### src/rtl/sccb_responder_if.sv
// SCCB pin bundle plus write-notify and debug-read signals between a master-side driver and the responder.
interface sccb_responder_if;
    logic       sioc_in;
    logic       siod_in;
    logic       siod_out;
    logic       siod_oe;
    logic       wr_strobe;
    logic [7:0] wr_addr;
    logic [7:0] wr_data;
    logic       busy;
    logic [7:0] dbg_addr;
    logic [7:0] dbg_data;

    modport slave (
        input  sioc_in, siod_in, dbg_addr,
        output siod_out, siod_oe, wr_strobe, wr_addr, wr_data, busy, dbg_data
    );

    modport master (
        output sioc_in, siod_in, dbg_addr,
        input  siod_out, siod_oe, wr_strobe, wr_addr, wr_data, busy, dbg_data
    );
endinterface

### src/rtl/sccb_responder.sv
// SCCB camera-side target with a 256x8 register file; optional ACK drive on X bits via SCCB_RESP_ACK_EN.
// Latency: pin change acted on SYNC_STAGES+1 clk later; write strobe on the rising edge of the data byte's last bit.
// Backpressure: none, the responder never stretches SIO_C; it only follows the master's timing.
module sccb_responder #(
    parameter logic [6:0] DEV_ID      = 7'h21,
    parameter int         SYNC_STAGES = 2
) (
    input  logic              clk,
    input  logic              resetn,
    sccb_responder_if.slave   bus
);

    typedef enum logic [3:0] {
        IDLE, ID, ID_X, SUB, SUB_X, WDAT, WDAT_X, RDAT, RDAT_NA, WAIT_STOP
    } state_t;

    logic [SYNC_STAGES-1:0] sioc_sync;
    logic [SYNC_STAGES-1:0] siod_sync;
    logic                   sioc_d;
    logic                   siod_d;
    logic                   sioc_s;
    logic                   siod_s;
    logic                   sioc_rise;
    logic                   sioc_fall;
    logic                   start_cond;
    logic                   stop_cond;

    state_t     state;
    logic [7:0] regfile [256];
    logic [7:0] sr;
    logic [7:0] rx_byte;
    logic [7:0] ptr;
    logic [3:0] cnt;
    logic       x_rise;
    logic       rw;
    logic       siod_out_q;
    logic       siod_oe_q;
    logic       wr_strobe_q;
    logic [7:0] wr_addr_q;
    logic [7:0] wr_data_q;

    assign sioc_s     = sioc_sync[SYNC_STAGES-1];
    assign siod_s     = siod_sync[SYNC_STAGES-1];
    assign sioc_rise  = sioc_s & ~sioc_d;
    assign sioc_fall  = ~sioc_s & sioc_d;
    assign start_cond = sioc_s & siod_d & ~siod_s;
    assign stop_cond  = sioc_s & ~siod_d & siod_s;
    assign rx_byte    = {sr[6:0], siod_s};

    // Synchronizers reset to the idle-high bus level so reset release is not seen as an edge.
    always_ff @(posedge clk or negedge resetn) begin
        if (!resetn) begin
            sioc_sync <= '1;
            siod_sync <= '1;
            sioc_d    <= 1'b1;
            siod_d    <= 1'b1;
        end else begin
            sioc_sync <= {sioc_sync[SYNC_STAGES-2:0], bus.sioc_in};
            siod_sync <= {siod_sync[SYNC_STAGES-2:0], bus.siod_in};
            sioc_d    <= sioc_s;
            siod_d    <= siod_s;
        end
    end

    always_ff @(posedge clk or negedge resetn) begin
        if (!resetn) begin
            state       <= IDLE;
            sr          <= '0;
            ptr         <= '0;
            cnt         <= '0;
            x_rise      <= 1'b0;
            rw          <= 1'b0;
            siod_out_q  <= 1'b1;
            siod_oe_q   <= 1'b0;
            wr_strobe_q <= 1'b0;
            wr_addr_q   <= '0;
            wr_data_q   <= '0;
            for (int i = 0; i < 256; i++) regfile[i] <= '0;
        end else begin
            wr_strobe_q <= 1'b0;
            if (start_cond) begin
                state      <= ID;
                cnt        <= '0;
                siod_oe_q  <= 1'b0;
                siod_out_q <= 1'b1;
            end else if (stop_cond) begin
                state      <= IDLE;
                siod_oe_q  <= 1'b0;
                siod_out_q <= 1'b1;
            end else if (sioc_rise) begin
                case (state)
                    ID, SUB, WDAT: begin
                        sr  <= rx_byte;
                        cnt <= cnt + 4'd1;
                        if (cnt == 4'd7) begin
                            cnt    <= '0;
                            x_rise <= 1'b0;
                            if (state == ID) begin
                                if (rx_byte[7:1] != DEV_ID) begin
                                    state <= WAIT_STOP;
                                end else begin
                                    rw    <= rx_byte[0];
                                    state <= ID_X;
                                end
                            end else if (state == SUB) begin
                                ptr   <= rx_byte;
                                state <= SUB_X;
                            end else begin
                                regfile[ptr] <= rx_byte;
                                wr_addr_q    <= ptr;
                                wr_data_q    <= rx_byte;
                                wr_strobe_q  <= 1'b1;
                                state        <= WDAT_X;
                            end
                        end
                    end
                    ID_X, SUB_X, WDAT_X: x_rise <= 1'b1;
                    RDAT:                cnt    <= cnt + 4'd1;
                    RDAT_NA:             state  <= WAIT_STOP;
                    default: ;
                endcase
            end else if (sioc_fall) begin
                case (state)
                    ID_X, SUB_X, WDAT_X: begin
                        if (!x_rise) begin
`ifdef SCCB_RESP_ACK_EN
                            siod_oe_q  <= 1'b1;
                            siod_out_q <= 1'b0;
`else
                            siod_oe_q  <= 1'b0;
`endif
                        end else begin
                            siod_oe_q  <= 1'b0;
                            siod_out_q <= 1'b1;
                            cnt        <= '0;
                            if (state == ID_X && rw) begin
                                // MSB goes out now; sr holds the remaining bits left-aligned
                                sr         <= {regfile[ptr][6:0], 1'b0};
                                siod_out_q <= regfile[ptr][7];
                                siod_oe_q  <= 1'b1;
                                state      <= RDAT;
                            end else if (state == ID_X) begin
                                state <= SUB;
                            end else if (state == SUB_X) begin
                                state <= WDAT;
                            end else begin
                                state <= WAIT_STOP;
                            end
                        end
                    end
                    RDAT: begin
                        if (cnt == 4'd8) begin
                            siod_oe_q  <= 1'b0;
                            siod_out_q <= 1'b1;
                            state      <= RDAT_NA;
                        end else begin
                            siod_out_q <= sr[7];
                            sr         <= {sr[6:0], 1'b0};
                        end
                    end
                    default: ;
                endcase
            end
        end
    end

    assign bus.siod_out  = siod_out_q;
    assign bus.siod_oe   = siod_oe_q;
    assign bus.wr_strobe = wr_strobe_q;
    assign bus.wr_addr   = wr_addr_q;
    assign bus.wr_data   = wr_data_q;
    assign bus.busy      = (state != IDLE);
    assign bus.dbg_data  = regfile[bus.dbg_addr];

endmodule

### src/flat_wrapper.sv
// flat-port wrapper written by rule: the top's interface ports become plain ports
module sccb_responder_flat 
#(
    parameter logic [6:0] DEV_ID      = 7'h21,
    parameter int         SYNC_STAGES = 2
)
  (clk, resetn, bus_sioc_in, bus_siod_in, bus_dbg_addr, bus_siod_out, bus_siod_oe, bus_wr_strobe, bus_wr_addr, bus_wr_data, bus_busy, bus_dbg_data);
  sccb_responder_if bus_i ();
  input  logic clk;
  input  logic resetn;
  input wire logic [$bits(bus_i.sioc_in)-1:0] bus_sioc_in;
  input wire logic [$bits(bus_i.siod_in)-1:0] bus_siod_in;
  input wire logic [$bits(bus_i.dbg_addr)-1:0] bus_dbg_addr;
  output wire logic [$bits(bus_i.siod_out)-1:0] bus_siod_out;
  output wire logic [$bits(bus_i.siod_oe)-1:0] bus_siod_oe;
  output wire logic [$bits(bus_i.wr_strobe)-1:0] bus_wr_strobe;
  output wire logic [$bits(bus_i.wr_addr)-1:0] bus_wr_addr;
  output wire logic [$bits(bus_i.wr_data)-1:0] bus_wr_data;
  output wire logic [$bits(bus_i.busy)-1:0] bus_busy;
  output wire logic [$bits(bus_i.dbg_data)-1:0] bus_dbg_data;
  assign bus_i.sioc_in = bus_sioc_in;
  assign bus_i.siod_in = bus_siod_in;
  assign bus_i.dbg_addr = bus_dbg_addr;
  assign bus_siod_out = bus_i.siod_out;
  assign bus_siod_oe = bus_i.siod_oe;
  assign bus_wr_strobe = bus_i.wr_strobe;
  assign bus_wr_addr = bus_i.wr_addr;
  assign bus_wr_data = bus_i.wr_data;
  assign bus_busy = bus_i.busy;
  assign bus_dbg_data = bus_i.dbg_data;
  sccb_responder #(.DEV_ID(DEV_ID), .SYNC_STAGES(SYNC_STAGES)) u_core (.clk(clk), .resetn(resetn), .bus(bus_i));
endmodule
### config.mk
export PLATFORM = sky130hd
export DESIGN_NAME = sccb_responder_flat
export DESIGN_NICKNAME = d
export VERILOG_FILES = /design/src/rtl/sccb_responder_if.sv /design/src/rtl/sccb_responder.sv /design/src/flat_wrapper.sv
export SDC_FILE = /design/constraint.sdc
export NUM_CORES = 2
export LEC_CHECK = 0
export CAP_MARGIN = 15
export CORE_MARGIN = 2
export CORE_UTILIZATION = 45
export DETAILED_ROUTE_END_ITERATION = 12
export PLACE_DENSITY = 0.68
export SLEW_MARGIN = 15
export SYNTH_ARGS = -nofsm -noshare
export SYNTH_HDL_FRONTEND = slang
export SYNTH_SLANG_ARGS = --single-unit
### constraint.sdc
create_clock -name clk -period 5.2 [get_ports clk]
set_input_delay 1.56 -clock clk [delete_from_list [all_inputs] [get_ports clk]]
set_output_delay 1.56 -clock clk [all_outputs]
set_load 0.03 [all_outputs]
==> impl_metrics.csv <==
group,metric,value,unit
clock_network,worstSkewPairLatency,0.93,ns
sta,finalHoldViolCount,0,
outcome,violations,"negative setup slack",
logic_synthesis,synth_cells,7343,
logic_synthesis,ys_seq_area_share,46.8,%
worst_hold_path,min_path_type,"flip-flop to flip-flop",
logic_synthesis,synth_edf_count,0,
logic_synthesis,synth_ff_type,"dfrtp_1",
die,num_rows,183,
drt,first_iter_violations,9025,
layout,final_nets,7529,
logic_synthesis,yosys.area_share.xor_xnor,0.0156,%
global_route,antenna_found_initial,14,
global_route,grt_overflow_total,0,
layout,layoutNonFillerInstCount,11100,
sta,rsz0062_at_grt,"yes",
sta,finClkSkew,0.0644,ns
power_and_ir_drop,p_int,26800,uW
die,core_area,248000,sq um
clock_network,cts-buffers-inserted,224,
logic_synthesis,synth-adder-area-share,0.0446,%
power_and_ir_drop,irDropWorstVdd,321,uV
power_and_ir_drop,cellPowerDensity,277,nW/um^2
placed_design,pre_cts_ws,-1.51,ns
layout,final_cell_mix,"2078 x dfrtp_1, 1994 x mux2_2, 1098 x mux4_2",
placed_design,gp_congestion,0.955,
logic_synthesis,synth_area,112000,sq um
drt,dr.pass1.iters,8,
layout,area_growth_syn_to_layout,14.9,%
sta,min_period_over_period,113,%
drt,via_per_inst,6.77,
worst_setup_path,critPathRequiredTime,3.64,ns
logic_synthesis,synth_compound_area_share,2.43,%
power_and_ir_drop,clkPwrFrac,47.0,%
drt,wirelength,389,mm
worst_setup_path,worstSetupPathType,"input pin to primary output",
clock_network,cts_buffer_depth,3,
logic_synthesis,yosys.area_share.simple,3.13,%
logic_synthesis,ys_async_sr_fraction,100,%
power_and_ir_drop,power,35700,uW
worst_setup_path,path_cells,"buf_16, buf_16, buf_12, buf_4, clkbuf_16, mux4_2, mux4_2, mux2i_2, a21oi_2, nor3_4, nor3_4, buf_6",
die,ios,40,
placed_design,dp_cells,10600,
power_and_ir_drop,power_switching,8960,uW
die,die_h,504,um
die,dieArea,254000,sq um
layout,drive_gt1_share,55.2,%
worst_setup_path,crit_fanout,10,
worst_setup_path,start_kind,"input pin",
outcome,status,"finished with violations",
global_route,grt_pass1_vias,75900,
logic_synthesis,synthMuxAreaShare,45.1,%
power_and_ir_drop,power_frac_seq,46.3,%
drt,vias,74800,
logic_synthesis,avgSynthCellArea,15.3,sq um
logic_synthesis,synth_top_family_by_area,"multiplexers",
logic_synthesis,synth_nets,7359,
sta,worst_slack,-0.654,ns
global_route,track_usage,30.6,%
power_and_ir_drop,sw_frac_of_total,25.1,%
worst_setup_path,crit_slowest_cell,"mux4_2",
drt,drc,0,
worst_setup_path,cp-end-kind,"primary output",
layout,final_core_util,51.9,%
global_route,grt_max_degree,216,
die,start_util,45.2,%
drt,routedWlPerCell,35.2,um
logic_synthesis,synth_cell_types,80,
sta,slew_headroom,13.5,%
sta,post-route-min-period,5.85,ns
sta,timing.fmax,171,MHz
clock_network,cts_tree,"yes",
logic_synthesis,ys_ff_latch,2099,
die,dieWidth,504,um
placed_design,portBuffers,39,
sta,finalSetupViolations,8,
power_and_ir_drop,comb_power_share,6.8,%
sta,worstMarginPinSlew,1.29,ns
worst_setup_path,arrival,4.29,ns
power_and_ir_drop,power.leakage,0.0584,uW
layout,fillers,20100,
clock_network,holdBufCountCts,0,
drt,drtAntennaViolNets,0,
layout,layout_commonest_cell,"dfrtp_1",
sta,slew_viol_final,0,
clock_network,htreeDepth,4,
clock_network,cts_root_buffer,"clkbuf_16",
placed_design,dp_hpwl,263,mm
global_route,grt_pass1_wl,561,mm
clock_network,cts_num_sinks,2099,
logic_synthesis,yosysWarningCount,0,
clock_network,clkTransAtPathRegs,0.07,ns
worst_setup_path,max_stage_delay,0.52,ns
job,maxCapViolCount,0,
metrics by stage:
step | setup TNS (ns) | cell area, sq um | hold WS [ns]
2_1_floorplan | 0 | 113000 | 0.345
6_report | -4.90 | 129000 | 0.351
4_1_cts | -4.70 | 129000 | 0.356
5_1_grt | -5.06 | 129000 | 0.357
3_5_place_dp | -9.31 | 120000 | 0.350
3_3_place_gp | -9.33 | 120000 | 0.352
routing by layer:
metal,up-vias,global-route usage (%),share of wire [%]
li1,29000,-,-
met3,1078,8.78,10
met2,4234,46.1,45
met5,-,0,0.023
met4,12,17.0,6.6
met1,40400,40.0,38
cell usage after synthesis, types with 8 or more instances:
master	count	share of area [%]
nand2_2	14	0.078
o22ai_1	79	0.44
and2_1	12	0.067
nor2_2	46	0.26
nor4_1	8	0.045
mux2_1	80	0.80
a221oi_1	10	0.078
nor2b_1	29	0.16
a21oi_1	83	0.37
nand3_1	53	0.24
a2111oi_0	13	0.10
nand2_1	369	1.2
a22oi_1	53	0.35
mux4_2	1098	22
inv_1	11	0.037
mux2_2	2002	20
o211ai_1	9	0.060
a31oi_1	30	0.17
nor3_1	46	0.20
o21ai_0	35	0.16
buf_1	59	0.20
buf_4	44	0.29
nand4_1	10	0.056
a211oi_1	14	0.094
o2111ai_1	8	0.062
dfrtp_1	2092	47
clkbuf_1	398	1.3
a32oi_1	11	0.086
mux2i_1	243	2.2
nand2b_1	20	0.11
buf_2	137	0.61
nor2_1	100	0.33
worst max-delay path: cells and delay by family:
kind	cells	cell delay, ns
simple gates	2	0.36
buf+inv	6	0.92
mux	3	1.22
compound gates	1	0.18
cell type report:
type | count | area [sq um] | share of cell area (%)
Multi-Input combinational cell | 4586 | 57900 | 44.9
Sequential cell | 2099 | 52600 | 40.8
Clock buffer | 342 | 6750 | 5.23
Timing Repair Buffer | 589 | 6590 | 5.10
Tap cell | 3330 | 4170 | 3.23
Clock inverter | 77 | 986 | 0.764
Inverter | 13 | 50.0 | 0.0388
Antenna cell | 14 | 35.0 | 0.0272
flip-flops by register name, indices dropped and copies added (netlist names):
name	flops
u_core.rw	1
u_core.sioc_d	1
u_core.bus.siod_oe	1
u_core.state	4
u_core.sioc_sync	2
u_core.siod_d	1
u_core.bus.siod_out	1
u_core.bus.wr_addr	8
u_core.regfile	2048
u_core.cnt	4
u_core.bus.wr_strobe	1
u_core.x_rise	1
u_core.bus.wr_data	8
u_core.sr	8
u_core.siod_sync	2
u_core.ptr	8
final timing paths:
kind	startpoint	endpoint	slack, ns	cells past startpoint
setup / recovery	bus_dbg_addr[0]	bus_dbg_data[0]	-0.65	12
hold / removal	u_core.siod_sync[0]	u_core.siod_sync[1]	0.35	0
setup reg to reg	u_core.sioc_sync[1]	u_core.regfile[264]	0.41	10
hold reg to reg	u_core.siod_sync[0]	u_core.siod_sync[1]	0.35	0
max in group asynchronous	resetn	u_core.regfile[604]	3.08	3
min in group asynchronous	resetn	u_core.regfile[1184]	0.54	1
cells by family (layout without fill, tap and decap cells):
logic type | after synthesis | count (layout)
multiplexers | 3423 | 3423
flip-flops | 2099 | 2099
AND/OR/NAND/NOR | 754 | 754
buffers and inverters | 658 | 1021
AO/OA/AOI/OAI | 403 | 403
adder cells (fa/ha/maj) | 4 | 4
XOR/XNOR | 2 | 2
other | 0 | 14
timing repair:
action,CTS,global route
endpoints found under the setup margin,8,8
buffers inserted,28,15
resized for setup,142,54
gates cloned,9,5
pin swaps,17,14
power by group through the flow:
stage	Combinational [uW]	Sequential [uW]	Clock [uW]
after floorplan	1210	16700	0
after global placement	2200	16800	0
after detailed placement	2240	16800	0
after CTS	2360	16500	16900
after global routing	2550	16500	17600
final	2410	16500	16800
(Power assumes the default switching activity.)
